## src/rtl/break_phase_sequencer.sv

```systemverilog
// Sequences one WalkSAT break/select phase: fetch each candidate's clause data,
// pulse its one-hot write slot, then issue the all-ones select and return the winner.
module break_phase_sequencer #(
  parameter int NSAT        = 3,
  parameter int NSAT_BITS   = 2,
  parameter int VAR_BITS    = 16,
  parameter int BVC_LATENCY = 2,
  parameter int SEL_LATENCY = 1
) (
  input  logic                     clk,
  input  logic                     reset,
  input  logic                     start_i,
  input  logic [NSAT*VAR_BITS-1:0] var_ids_i,
  output logic                     busy_o,
  output logic                     fetch_req_o,
  output logic [VAR_BITS-1:0]      fetch_var_o,
  input  logic                     fetch_ack_i,
  output logic [NSAT_BITS-1:0]     wren_o,
  output logic [NSAT-1:0]          bv_valid_o,
  input  logic [NSAT_BITS-1:0]     select_i,
  output logic                     done_o,
  output logic [NSAT_BITS-1:0]     flip_idx_o,
  output logic [VAR_BITS-1:0]      flip_var_o,
  output logic                     none_valid_o
);

  localparam int LAT_MAX = (BVC_LATENCY > SEL_LATENCY) ? BVC_LATENCY : SEL_LATENCY;
  localparam int LAT_W   = (LAT_MAX > 1) ? $clog2(LAT_MAX) : 1;
  localparam int K_W     = (NSAT > 1) ? $clog2(NSAT) : 1;

  typedef enum logic [2:0] {
    IDLE, FETCH, WAIT, WRITE, SELECT, SEL_WAIT, DONE
  } state_t;

  state_t                   state_q, state_d;
  logic [K_W-1:0]           k_q, k_d;
  logic [LAT_W-1:0]         lat_q, lat_d;
  logic [NSAT*VAR_BITS-1:0] ids_q, ids_d;
  logic [NSAT-1:0]          valid_q, valid_d;
  logic                     busy_q, busy_d;
  logic                     fetch_req_q, fetch_req_d;
  logic [VAR_BITS-1:0]      fetch_var_q, fetch_var_d;
  logic [NSAT_BITS-1:0]     wren_q, wren_d;
  logic                     done_q, done_d;
  logic [NSAT_BITS-1:0]     flip_idx_q, flip_idx_d;
  logic [VAR_BITS-1:0]      flip_var_q, flip_var_d;
  logic                     none_q, none_d;

  logic [NSAT-1:0]          valid_in;
  logic                     enter_step, enter_write;
  logic [K_W-1:0]           step_k;

  always_comb begin
    valid_in = '0;
    for (int i = 0; i < NSAT; i++) begin
      valid_in[i] = |var_ids_i[i*VAR_BITS +: VAR_BITS];
    end
  end

  always_comb begin
    state_d     = state_q;
    k_d         = k_q;
    lat_d       = lat_q;
    ids_d       = ids_q;
    valid_d     = valid_q;
    busy_d      = busy_q;
    fetch_req_d = 1'b0;
    fetch_var_d = fetch_var_q;
    wren_d      = '0;
    done_d      = 1'b0;
    flip_idx_d  = flip_idx_q;
    flip_var_d  = flip_var_q;
    none_d      = none_q;
    enter_step  = 1'b0;
    enter_write = 1'b0;
    step_k      = k_q;

    case (state_q)
      IDLE: begin
        if (start_i) begin
          ids_d   = var_ids_i;
          valid_d = valid_in;
          busy_d  = 1'b1;
          k_d     = '0;
          if (valid_in == '0) begin
            state_d = DONE;
          end else begin
            enter_step = 1'b1;
            step_k     = '0;
          end
        end
      end
      // A FETCH cycle with no request outstanding is the one-cycle skip of an empty slot.
      FETCH: begin
        if (!fetch_req_q) begin
          enter_step = 1'b1;
          step_k     = k_q + 1'b1;
        end else if (fetch_ack_i) begin
          if (BVC_LATENCY > 1) begin
            state_d = WAIT;
            lat_d   = LAT_W'(BVC_LATENCY - 2);
          end else begin
            enter_write = 1'b1;
          end
        end else begin
          fetch_req_d = 1'b1;
        end
      end
      WAIT: begin
        if (lat_q == '0) begin
          enter_write = 1'b1;
        end else begin
          lat_d = lat_q - 1'b1;
        end
      end
      WRITE: begin
        enter_step = 1'b1;
        step_k     = k_q + 1'b1;
      end
      SELECT: begin
        state_d = SEL_WAIT;
        lat_d   = LAT_W'(SEL_LATENCY - 1);
      end
      SEL_WAIT: begin
        if (lat_q == '0) begin
          state_d    = DONE;
          done_d     = 1'b1;
          none_d     = 1'b0;
          flip_idx_d = select_i;
          flip_var_d = '0;
          for (int i = 0; i < NSAT; i++) begin
            if (select_i == NSAT_BITS'(i) && valid_q[i]) begin
              flip_var_d = ids_q[i*VAR_BITS +: VAR_BITS];
            end
          end
        end else begin
          lat_d = lat_q - 1'b1;
        end
      end
      DONE: begin
        // Entered without done_o only from IDLE when every slot is empty.
        if (done_q) begin
          state_d = IDLE;
          busy_d  = 1'b0;
        end else begin
          done_d     = 1'b1;
          none_d     = 1'b1;
          flip_idx_d = '0;
          flip_var_d = '0;
        end
      end
      default: state_d = IDLE;
    endcase

    if (enter_write) begin
      if (k_q == K_W'(NSAT - 1)) begin
        state_d = SELECT;
        wren_d  = '1;
      end else begin
        state_d = WRITE;
        wren_d  = NSAT_BITS'(1) << k_q;
      end
    end

    if (enter_step) begin
      k_d = step_k;
      if (valid_d[step_k]) begin
        state_d     = FETCH;
        fetch_req_d = 1'b1;
        fetch_var_d = ids_d[step_k*VAR_BITS +: VAR_BITS];
      end else if (step_k == K_W'(NSAT - 1)) begin
        state_d = SELECT;
        wren_d  = '1;
      end else begin
        state_d = FETCH;
      end
    end
  end

  always_ff @(posedge clk) begin
    if (reset) begin
      state_q     <= IDLE;
      k_q         <= '0;
      lat_q       <= '0;
      ids_q       <= '0;
      valid_q     <= '0;
      busy_q      <= 1'b0;
      fetch_req_q <= 1'b0;
      fetch_var_q <= '0;
      wren_q      <= '0;
      done_q      <= 1'b0;
      flip_idx_q  <= '0;
      flip_var_q  <= '0;
      none_q      <= 1'b0;
    end else begin
      state_q     <= state_d;
      k_q         <= k_d;
      lat_q       <= lat_d;
      ids_q       <= ids_d;
      valid_q     <= valid_d;
      busy_q      <= busy_d;
      fetch_req_q <= fetch_req_d;
      fetch_var_q <= fetch_var_d;
      wren_q      <= wren_d;
      done_q      <= done_d;
      flip_idx_q  <= flip_idx_d;
      flip_var_q  <= flip_var_d;
      none_q      <= none_d;
    end
  end

  assign busy_o       = busy_q;
  assign fetch_req_o  = fetch_req_q;
  assign fetch_var_o  = fetch_var_q;
  assign wren_o       = wren_q;
  assign bv_valid_o   = valid_q;
  assign done_o       = done_q;
  assign flip_idx_o   = flip_idx_q;
  assign flip_var_o   = flip_var_q;
  assign none_valid_o = none_q;

endmodule

```

## config.mk

```make
export PLATFORM = sky130hd
export DESIGN_NAME = break_phase_sequencer
export DESIGN_NICKNAME = d
export VERILOG_FILES = /design/src/rtl/break_phase_sequencer.sv
export SDC_FILE = /design/constraint.sdc
export NUM_CORES = 1
export LEC_CHECK = 0
export ABC_CLOCK_PERIOD_IN_PS = 2300
export BUFFER_PORTS_ARGS = -buffer_cell sky130_fd_sc_hd__buf_2
export CAP_MARGIN = 40
export CORE_UTILIZATION = 49
export DETAILED_ROUTE_END_ITERATION = 8
export PLACE_DENSITY = 0.83
export SLEW_MARGIN = 5
export SYNTH_ARGS = -nofsm -noshare
export SYNTH_HDL_FRONTEND = slang
export SYNTH_SLANG_ARGS = --single-unit
```

## constraint.sdc

```tcl
create_clock -name clk -period 2.3 [get_ports clk]
set_input_delay 0.115 -clock clk [delete_from_list [all_inputs] [get_ports clk]]
set_output_delay 0.115 -clock clk [all_outputs]
set_load 0.03 [all_outputs]
```

-- Yosys cells after proc, flatten, opt, wreduce, memory -nomap -nowiden
Cells that the tools add are included.
- bits in registers: 97
- output and inout bits: 43
- bits of input ports: 54
- word-level logic and storage cells: 125
- add/sub/neg operators: 2
- $lt $le $gt $ge: 1
- reduce and logical (&&, ||, !) cells: 22
- eq/ne operators: 23
- shifts and indexed selects: 2
- muxes and demuxes: 62
- operator list (cell ; count):
    $mux W48 ; 2
    $mux W16 ; 5
    $reduce_or A16 Y1 ; 3
    $shiftx A48 B7 Y16 ; 1
    $mux W3 ; 13
    $pmux W16 S2 ; 1
    $mux W2 ; 13
    $ne A4 B4 Y1 const B ; 6
    $mux W1 ; 19
    $pmux W3 S6 ; 1
    $ne A2 B2 Y1 const B ; 6
    $eq A3 B3 Y1 const B ; 3
    $reduce_and A3 Y1 ; 3
    $reduce_bool A2 Y1 ; 4
    $reduce_and A7 Y1 ; 1
    $eq A2 B2 Y1 const B ; 3
    $eq A3 B2 Y1 const B ; 2
    $logic_not A3 Y1 ; 2
    $pmux W1 S2 ; 3
    $pmux W1 S3 ; 2
    $pmux W2 S3 ; 1
    $pmux W2 S2 ; 1
    $reduce_and A2 Y1 ; 2
    $reduce_or A2 Y1 ; 2
    11 further kinds ; 13

-- Logic depth before layout (Yosys ltp)
Gate-level depths: netlist of run 1.
- depth in word-level cells: 9
- mapped depth: 11
- depth with buffers taken out: 8

-- Least setup slack after synthesis of run 1
OpenSTA, ideal clock, no wires.
- path kind: register -> register
- start point: register fetch_req_q, in the netlist fetch_req_o
- end point: register fetch_var_q[6], in the netlist fetch_var_o[6]
- slack: 0 ps
- arrival: 2234 ps
- required time: 2234 ps
- clock period less this slack: 2300 ps
- stages on the path, launching flop included: 10
- library setup time: 66 ps
- buffers on the path: 2
- path through: dfxtp_1 > nand2b_1 > and3_1 > o22a_1 > a41oi_2 > and3_1 > buf_2 > clkbuf_1 > o31ai_1 > a21oi_2
- word-level cells in the longest chain between the ends: 5
- elaborated cells between the ends (all ways): 8
- those cells by class: 1 x shift; 6 x mux; 1 x reduce/logical
- RTL lines (element ; RTL line ; RTL):
    start: declaration ; 41 ; logic fetch_req_q, fetch_req_d;
    start signal: assignment ; 202 ; fetch_req_q <= fetch_req_d;
    parallel branches: the longest is 5 deep, another holds $shiftx A48 B7 Y16 ; - ;
    end signal: assignment ; 203 ; fetch_var_q <= fetch_var_d;
    end: declaration ; 42 ; logic [VAR_BITS-1:0] fetch_var_q, fetch_var_d;
Several ways; the timed one is not identified. The select of a mux whose other input is x is not followed.
A chain may end at the register's enable or synchronous reset.

-- Worst setup path after layout of run 1
- start point: register k_q[0]
- end point: register fetch_var_q[9], in the netlist fetch_var_o[9]
- word-level cells in the longest chain between the ends: 6
- elaborated cells between the ends (all ways): 9
- those cells by class: 1 x add/sub; 1 x shift; 6 x mux; 1 x reduce/logical
- RTL lines (element ; RTL line ; RTL):
    start: declaration ; 36 ; logic [K_W-1:0] k_q, k_d;
    start signal: assignment ; 197 ; k_q <= k_d;
    $add A2 B1 Y2 or $mux W2 (tied branches) ; 97, 118, 85 ;
    $mux W2 (on tied branches) ; 95, 80 ;
    $pmux W2 S3 * ; 78 ; case (state_q)
    parallel branches: the longest is 3 deep, another holds $shiftx A48 B7 Y16 ; - ;
Every way passes the cells marked *. The select of a mux whose other input is x is not followed.

==> summary.md, run 1 <==
The run finished, with violations left. The checks that failed: negative hold slack. STA puts the critical path data required time at 2.60 ns. The run gives 46.3% as the worst slew margin relative to its limit. The wire-length estimate of the detail-placed layout is 10.3 mm. The first global-routing pass estimated 23.2 mm of wire.

Entering global routing, the biggest net connects 76 pins. The number of warning messages in the yosys log was 0; the final worst setup slack was 0.0517 ns. The final route contains 4856 vias. The via count of the first global-routing pass came out at 4550. The netlist area before placement came out at 4450 um^2.

For the final worst clock skew, the log shows 0.0160 ns. Global routing used 31.0% of the available tracks across all layers. The clock drives 96 sinks. For the total number of nets in the final design, the log shows 730. At the pin with the least slew margin, the transition time is 0.805 ns. The tools report the post-placement worst setup slack as -0.144 ns.

The via count normalized by instance count was 6.17; the data arrival time of the worst path was 2.55 ns. The path class of the tightest hold or removal check is in -> reg. The design draws 6870 uW. For this design the top-level I/O count stands at 97. The tools report the slack of the worst reg-to-reg path as 0.05 ns.

Synthesis produced a netlist with a net count of 607. The worst-case IR drop observed on VDD is 0.000603 V. The logs give 39 for the distinct cell type count of the synthesized netlist and 0 for the setup-violating endpoint count in the final report. The die is 97.3 um wide. Measured along the y axis, the die boundary spans 97.3 um. In this run, synthesis produced a sequential element count of 96. The port buffer count is 96. Sorting the synthesized cells by how often they occur yields 96 x dfxtp_1, 77 x nand2_1, 66 x nor2_1. Compared with the post-synthesis result, the final layout area differs by 26.7%. The logs give 9 for the total CTS buffers and 0 for the total global routing overflow. In the routed design, unresolved DRC markers number 0. The type of the setup path with the least slack is reg -> reg. The tools report the kind of capture point of the worst setup path as a flip-flop. The clock period could shrink to 2.25 ns.

The most frequent cell after synthesis was dfxtp_1. Detail-routed net length per standard cell: 19.0 um. The tools report the fraction of the yosys area taken by sequential cells as 43.2%. At the later pin of the worst-skew pair, clock insertion delay measures 0.37 ns.

The count of inserted antenna diode cells came out at 0. The average cell area after synthesis was 8.07 um^2; the initial antenna violation count was 0. The tools report the cell at the root of the clock tree as clkbuf_8. TritonCTS built the clock tree.

Of the post-synthesis cell area, the dominant cell type holds 43.2%. For this design the static power due to leakage is 0.00237 uW. The fraction of final layout cells with drive strength greater than 1 is 27.7%, and the number of search-and-repair iterations in the first detailed-routing pass is 7. The die covers 9460 um^2.

The total power density per cell area was 1220 nW/um^2; the total number of placement rows was 34. After floorplanning, the core was sized to cover 8760 um^2. For this configuration, the core starts out at a cell density of 50.7%. In the post-synthesis netlist, the biggest area contributors are dfxtp_1 43%, a21oi_1 7.1%, nand2_1 6.5%, nor2_1 5.6%, mux2i_1 4.1%. The async set or reset register ratio after synthesis is 0%. The final layout contains routed wiring with a total length of 15.0 mm. Dividing the final minimum period by the clock period gives 97.8%. The hold violation count in the final report came out at 1. The tools report the global placer's final weighted congestion as 0.872. In this run, synthesis inferred 0 flip-flops with an integrated enable. The clock passes through at most 2 buffers. The hold slack came out at -0.000250 ns. Of all nets on the critical path, the largest fanout is 5.

The run gives 0 as the total count of max-transition violations in the final report. In the synthesized netlist the dominant register cell turns out to be dfxtp_1. The element type at the critical path start is a flip-flop. The first routing iteration left 568 violations. The biggest area contributor in the post-synthesis netlist is dfxtp_1. The count of maximum capacitance violations was 0; the clock edge transition at the registers on the reported setup and hold paths was 0.11 ns. Synthesis handed over a netlist of 551 instances. In this run the remaining antenna-violating nets after routing total 0.

The H-tree was split into 3 levels. The maximum clock frequency came out at 0.445 GHz.
[area by class of cell]
| type | instances | area [um^2] |
|---|---|---|
| clock buffer | 9 | 124 |
| clock inverter | 7 | 82.6 |
| fill | 740 | 3130 |
| inverter | 6 | 22.5 |
| multi-input combinational | 403 | 2320 |
| sequential | 96 | 1930 |
| tap | 108 | 135 |
| timing repair buffer | 158 | 1030 |
[repair_timing]
action                                 CTS  global route
pin swaps                                0             2
endpoints found under the hold margin   11             0
cloned                                   0             2
buffers inserted                         0             1
resized for setup                        1             9
hold buffers                            11             0
setup endpoints to repair                2            16
[sequential cells by signal, indices dropped and copies added, names as in the netlist]
register,count
ids_q,48
k_q,2
done_o,1
busy_o,1
fetch_req_o,1
flip_var_o,16
fetch_var_o,16
flip_idx_o,2
wren_o,2
none_valid_o,1
bv_valid_o,3
state_q,3
[kinds of logic after synthesis]
group,after synthesis,share of synthesized area [%]
compound gates,157,23.7
flops,96,43.2
simple gates,226,23.5
buf+inv,52,5.04
mux,18,4.05
fa+ha+maj,2,0.563
[final timing paths]
path	from	endpoint	cells past startpoint
worst min-delay path	var_ids_i[40]	ids_q[40]	3
worst min register to register	none_valid_o	none_valid_o	2
worst max register to register	k_q[0]	fetch_var_o[9]	9
worst max-delay path	k_q[0]	fetch_var_o[9]	9
[per-stage QoR]
step                      area [um^2]  setup TNS, ns  hold slack [ns]  cells  util (%)
after floorplan                  4450              0            0.251    551         -
after global placement           5230          -1.97            0.369    755      59.7
after detailed placement         5250          -2.01            0.376    757      59.9
after CTS                        5570              0          0.00485    784      63.5
after global routing             5640        -0.0434           0.0109    787      64.3
final                            5640              0        -0.000250    787      64.3
[metal layers]
metal	vias up	wire length [um]	global-route usage, %
met4	0	629	15.2
met2	349	6590	46.1
li1	2231	-	-
met1	2210	5960	42.5
met5	-	0	0
met3	66	1790	6.76
[critical path, stage by stage (launching register included)]
cell and delay (ns):
dfxtp_2 0.35, inv_1 0.06, ha_1 0.34, nand4_1 0.16, o21ai_2 0.10, or2_4 0.27
nor4b_4 0.39, buf_2 0.27, o31ai_1 0.10, a21oi_2 0.14
[report_power, final]
part           switching, uW  internal (uW)  total [uW]
clock                    653            522        1180
sequential               271           1990        2260
combinational           2070           1370        3430
total                   2990           3880        6870
[layout by cell type, fill, tap and decap left out, types with 3 or more instances in the layout]
cell type      count
mux2i_1           18
inv_6              3
a21oi_2           10
o31a_1            16
buf_4             43
clkbuf_8           9
o31ai_1           17
buf_6              4
nor3_1            34
a222oi_1          16
nand2_1           77
nor4_1            12
nor2_1            66
dfxtp_1           93
buf_2             97
dfxtp_2            3
dlygate4sd3_1     11
o21ai_0           21
nand4_1            5
a21oi_1           63
or3_1             17
inv_1              6
No activity file was read; power rests on OpenSTA's default activity.
==> run 2, diff against run 1 <==
--- a/config.mk
+++ b/config.mk
@@ -8,6 +8,7 @@
 export ABC_CLOCK_PERIOD_IN_PS = 2300
 export BUFFER_PORTS_ARGS = -buffer_cell sky130_fd_sc_hd__buf_2
 export CAP_MARGIN = 40
+export CORE_ASPECT_RATIO = 1.2
 export CORE_UTILIZATION = 49
 export DETAILED_ROUTE_END_ITERATION = 8
 export PLACE_DENSITY = 0.83
==> run 2 against run 1 <==
  * The flow now finishes without violations
  * Non-clock buffer count grew 11
  * Critical path depth stayed put
  * Hold slack improved by 0.0081 ns
  * Setup slack got worse by 0.013 ns
  * Global-route usage rose by 0.74 points
  * Register-to-register slack about the same
  * Sequential share of layout area shrank 0.68 points
  * First-iteration DRC count shrank 4.8%
  * Combinational power up 3%
  * Sequential cell count stayed put
==> summary.md, run 2 (same netlist as run 1, synthesis figures left out) <==
The run finished with clean final reports. The tools report the maximum vdd ir drop as 0.000617 V. The standard cell core area is 8700 um^2. The finished cells cover 5750 um^2. Clock-pin slew was measured on the worst setup and hold paths at 0.10 ns. The tools report the total clock sinks as 96. Setup repair after global routing could not meet its margin everywhere.

The hold slack was 0.00788 ns. Total count of max-transition violations in the final report: 0. The library cell used most frequently in the layout, excluding fill and tap cells, is buf_2. The register name with the most flops is ids_q. The total negative slack was 0 ns. The maximum buffer depth of the clock tree is 2, and the number of top-level design ports is 97. The routed layout has 4875 vias. For this run, design rule violations remaining after detail routing come to 0. The shortest clock period the worst path allows after layout was 2.26 ns. The worst setup path is captured at a flip-flop. Headroom to the max-slew limit came out at 47.0%. The area enclosed by the die boundary was 9460 um^2; the hold violation count in the final report was 0. TritonCTS built the clock tree.

The via count of the first global-routing pass is 4531. The worst-margin pin slew came out at 0.795 ns. The worst hold path belongs to the class in -> reg. Setup violations remaining at the end of the flow were counted as 0.

The chip width is 89.0 um, and the fraction of final layout cells with drive strength greater than 1 is 28.4%. For the total number of placement rows, the log shows 37. The run gives 51.1% as the starting utilization of the core area. The run gives 741 as the total number of nets in the final design.

The total global routing overflow was 0; the final antenna-violating net count was 0. The maximum clock frequency is 0.442 GHz. The total length of routed wires came out at 14.4 mm. In the final routed layout, each cell accounts on average for 17.8 um. The part of the cycle the worst path needs came out at 98.3%.

The die extent in y is 106 um. Summing all placed instances gives a cell area of 5340 um^2. Critical path data required time: 2.60 ns. The critical path is of the reg -> reg type. The tools report the initial antenna violation count as 0. The final cell count without fillers is 807, and the first-pass GRT wire length is 23.0 mm. Counting the buffers created by CTS gives 9. The number of search-and-repair iterations in the first detailed-routing pass was 7; the later-pin clock latency in the skew report was 0.38 ns. Leaving out fill and tap cells, the most frequent cells in the layout are 96 x buf_2, 94 x dfxtp_1, 76 x nand2_1. Along the worst path, the maximum fanout reaches 16. The global placer's final weighted congestion came out at 0.959. Detailed placement finished with a half-perimeter wire length of 10.1 mm. The port buffer count was 96; the number of levels in the clock H-tree was 3. Once placement completed, the tool counted placed cells totaling 774. The count of inserted antenna diode cells was 0. Cell at the root of the clock tree: clkbuf_8.

The synthesis-to-finish area growth works out to 29.2%. Global routing consumed, over all layers together, 31.7% of the routing resources. Dividing total power by cell area gives a power density of 1210 nW/um^2.

Data on the critical path arrives at its endpoint at 2.56 ns. The via count normalized by instance count was 6.04; the DRC violation total after the first TritonRoute iteration was 541. The register with the most flip-flops in the layout has 48 of them.

The pin count of the biggest net entering global routing came out at 76. Max-cap violations in this run came to 0. Across the routed clock network, the largest skew measured is 0.0115 ns.

The static power due to leakage came out at 0.00242 uW. The worst setup path is launched from a flip-flop.
[run 2: cell types whose count changed in the layout (fill, tap and decap cells not counted), moves of 2 or more]
cell,change
buf_4,+10
dlygate4sd3_1,+3
buf_12,+2
buf_6,-2
[run 2: layout make-up]
cell class / instances / area, um^2
Clock buffer: 9 / 124
Clock inverter: 7 / 78.8
Fill cell: 779 / 2960
Inverter: 6 / 22.5
Multi-Input combinational cell: 403 / 2330
Sequential cell: 96 / 1920
Tap cell: 117 / 146
Timing Repair Buffer: 169 / 1120
[run 2: metrics by stage]
stage | worst slack [ns] | power (uW) | util [%]
final | 0.0392 | 6960 | 66.0
after global routing | -0.0157 | 7340 | 66.0
after CTS | 0.00976 | 6790 | 65.5
after detailed placement | -0.202 | 5610 | 61.4
after global placement | -0.210 | 5520 | 61.2
after floorplan | 0.0164 | 4530 | -
[run 2: where the power goes]
group	total (uW)	switching, uW	internal [uW]
Combinational	3550	2090	1460
Clock	1150	638	516
Sequential	2250	265	1990
Total	6960	2990	3960
[run 2: worst paths after layout]
kind / start / endpoint / slack [ns] / depth (start not counted)
max: state_q[1] / fetch_var_o[3] / 0.04 / 9
min reg2reg: ids_q[11] / ids_q[11] / 0.48 / 2
max reg2reg: state_q[1] / fetch_var_o[3] / 0.04 / 9
min: var_ids_i[13] / ids_q[13] / 0.008 / 3
[run 2: critical path, cell delays in order (launching register included)]
cell	delay [ns]
dfxtp_2	0.35
buf_12	0.13
or4b_4	0.57
nand2_2	0.14
a21o_1	0.10
o31ai_1	0.06
and3_2	0.26
or2_1	0.26
buf_12	0.17
a21oi_1	0.13
[run 2: what timing repair did]
item                                   in CTS  in global routing
resized for setup                           1                  9
hold buffers                               14                  0
setup endpoints to repair                   2                 17
setup buffers                               0                  3
endpoints found under the hold margin      14                  0
[run 2: layer usage]
layer | track usage, % | part of all wire (%)
met1 | 43.0 | 41
met2 | 49.0 | 47
met3 | 4.89 | 9.1
met4 | 15.2 | 3.3
met5 | 0 | 0
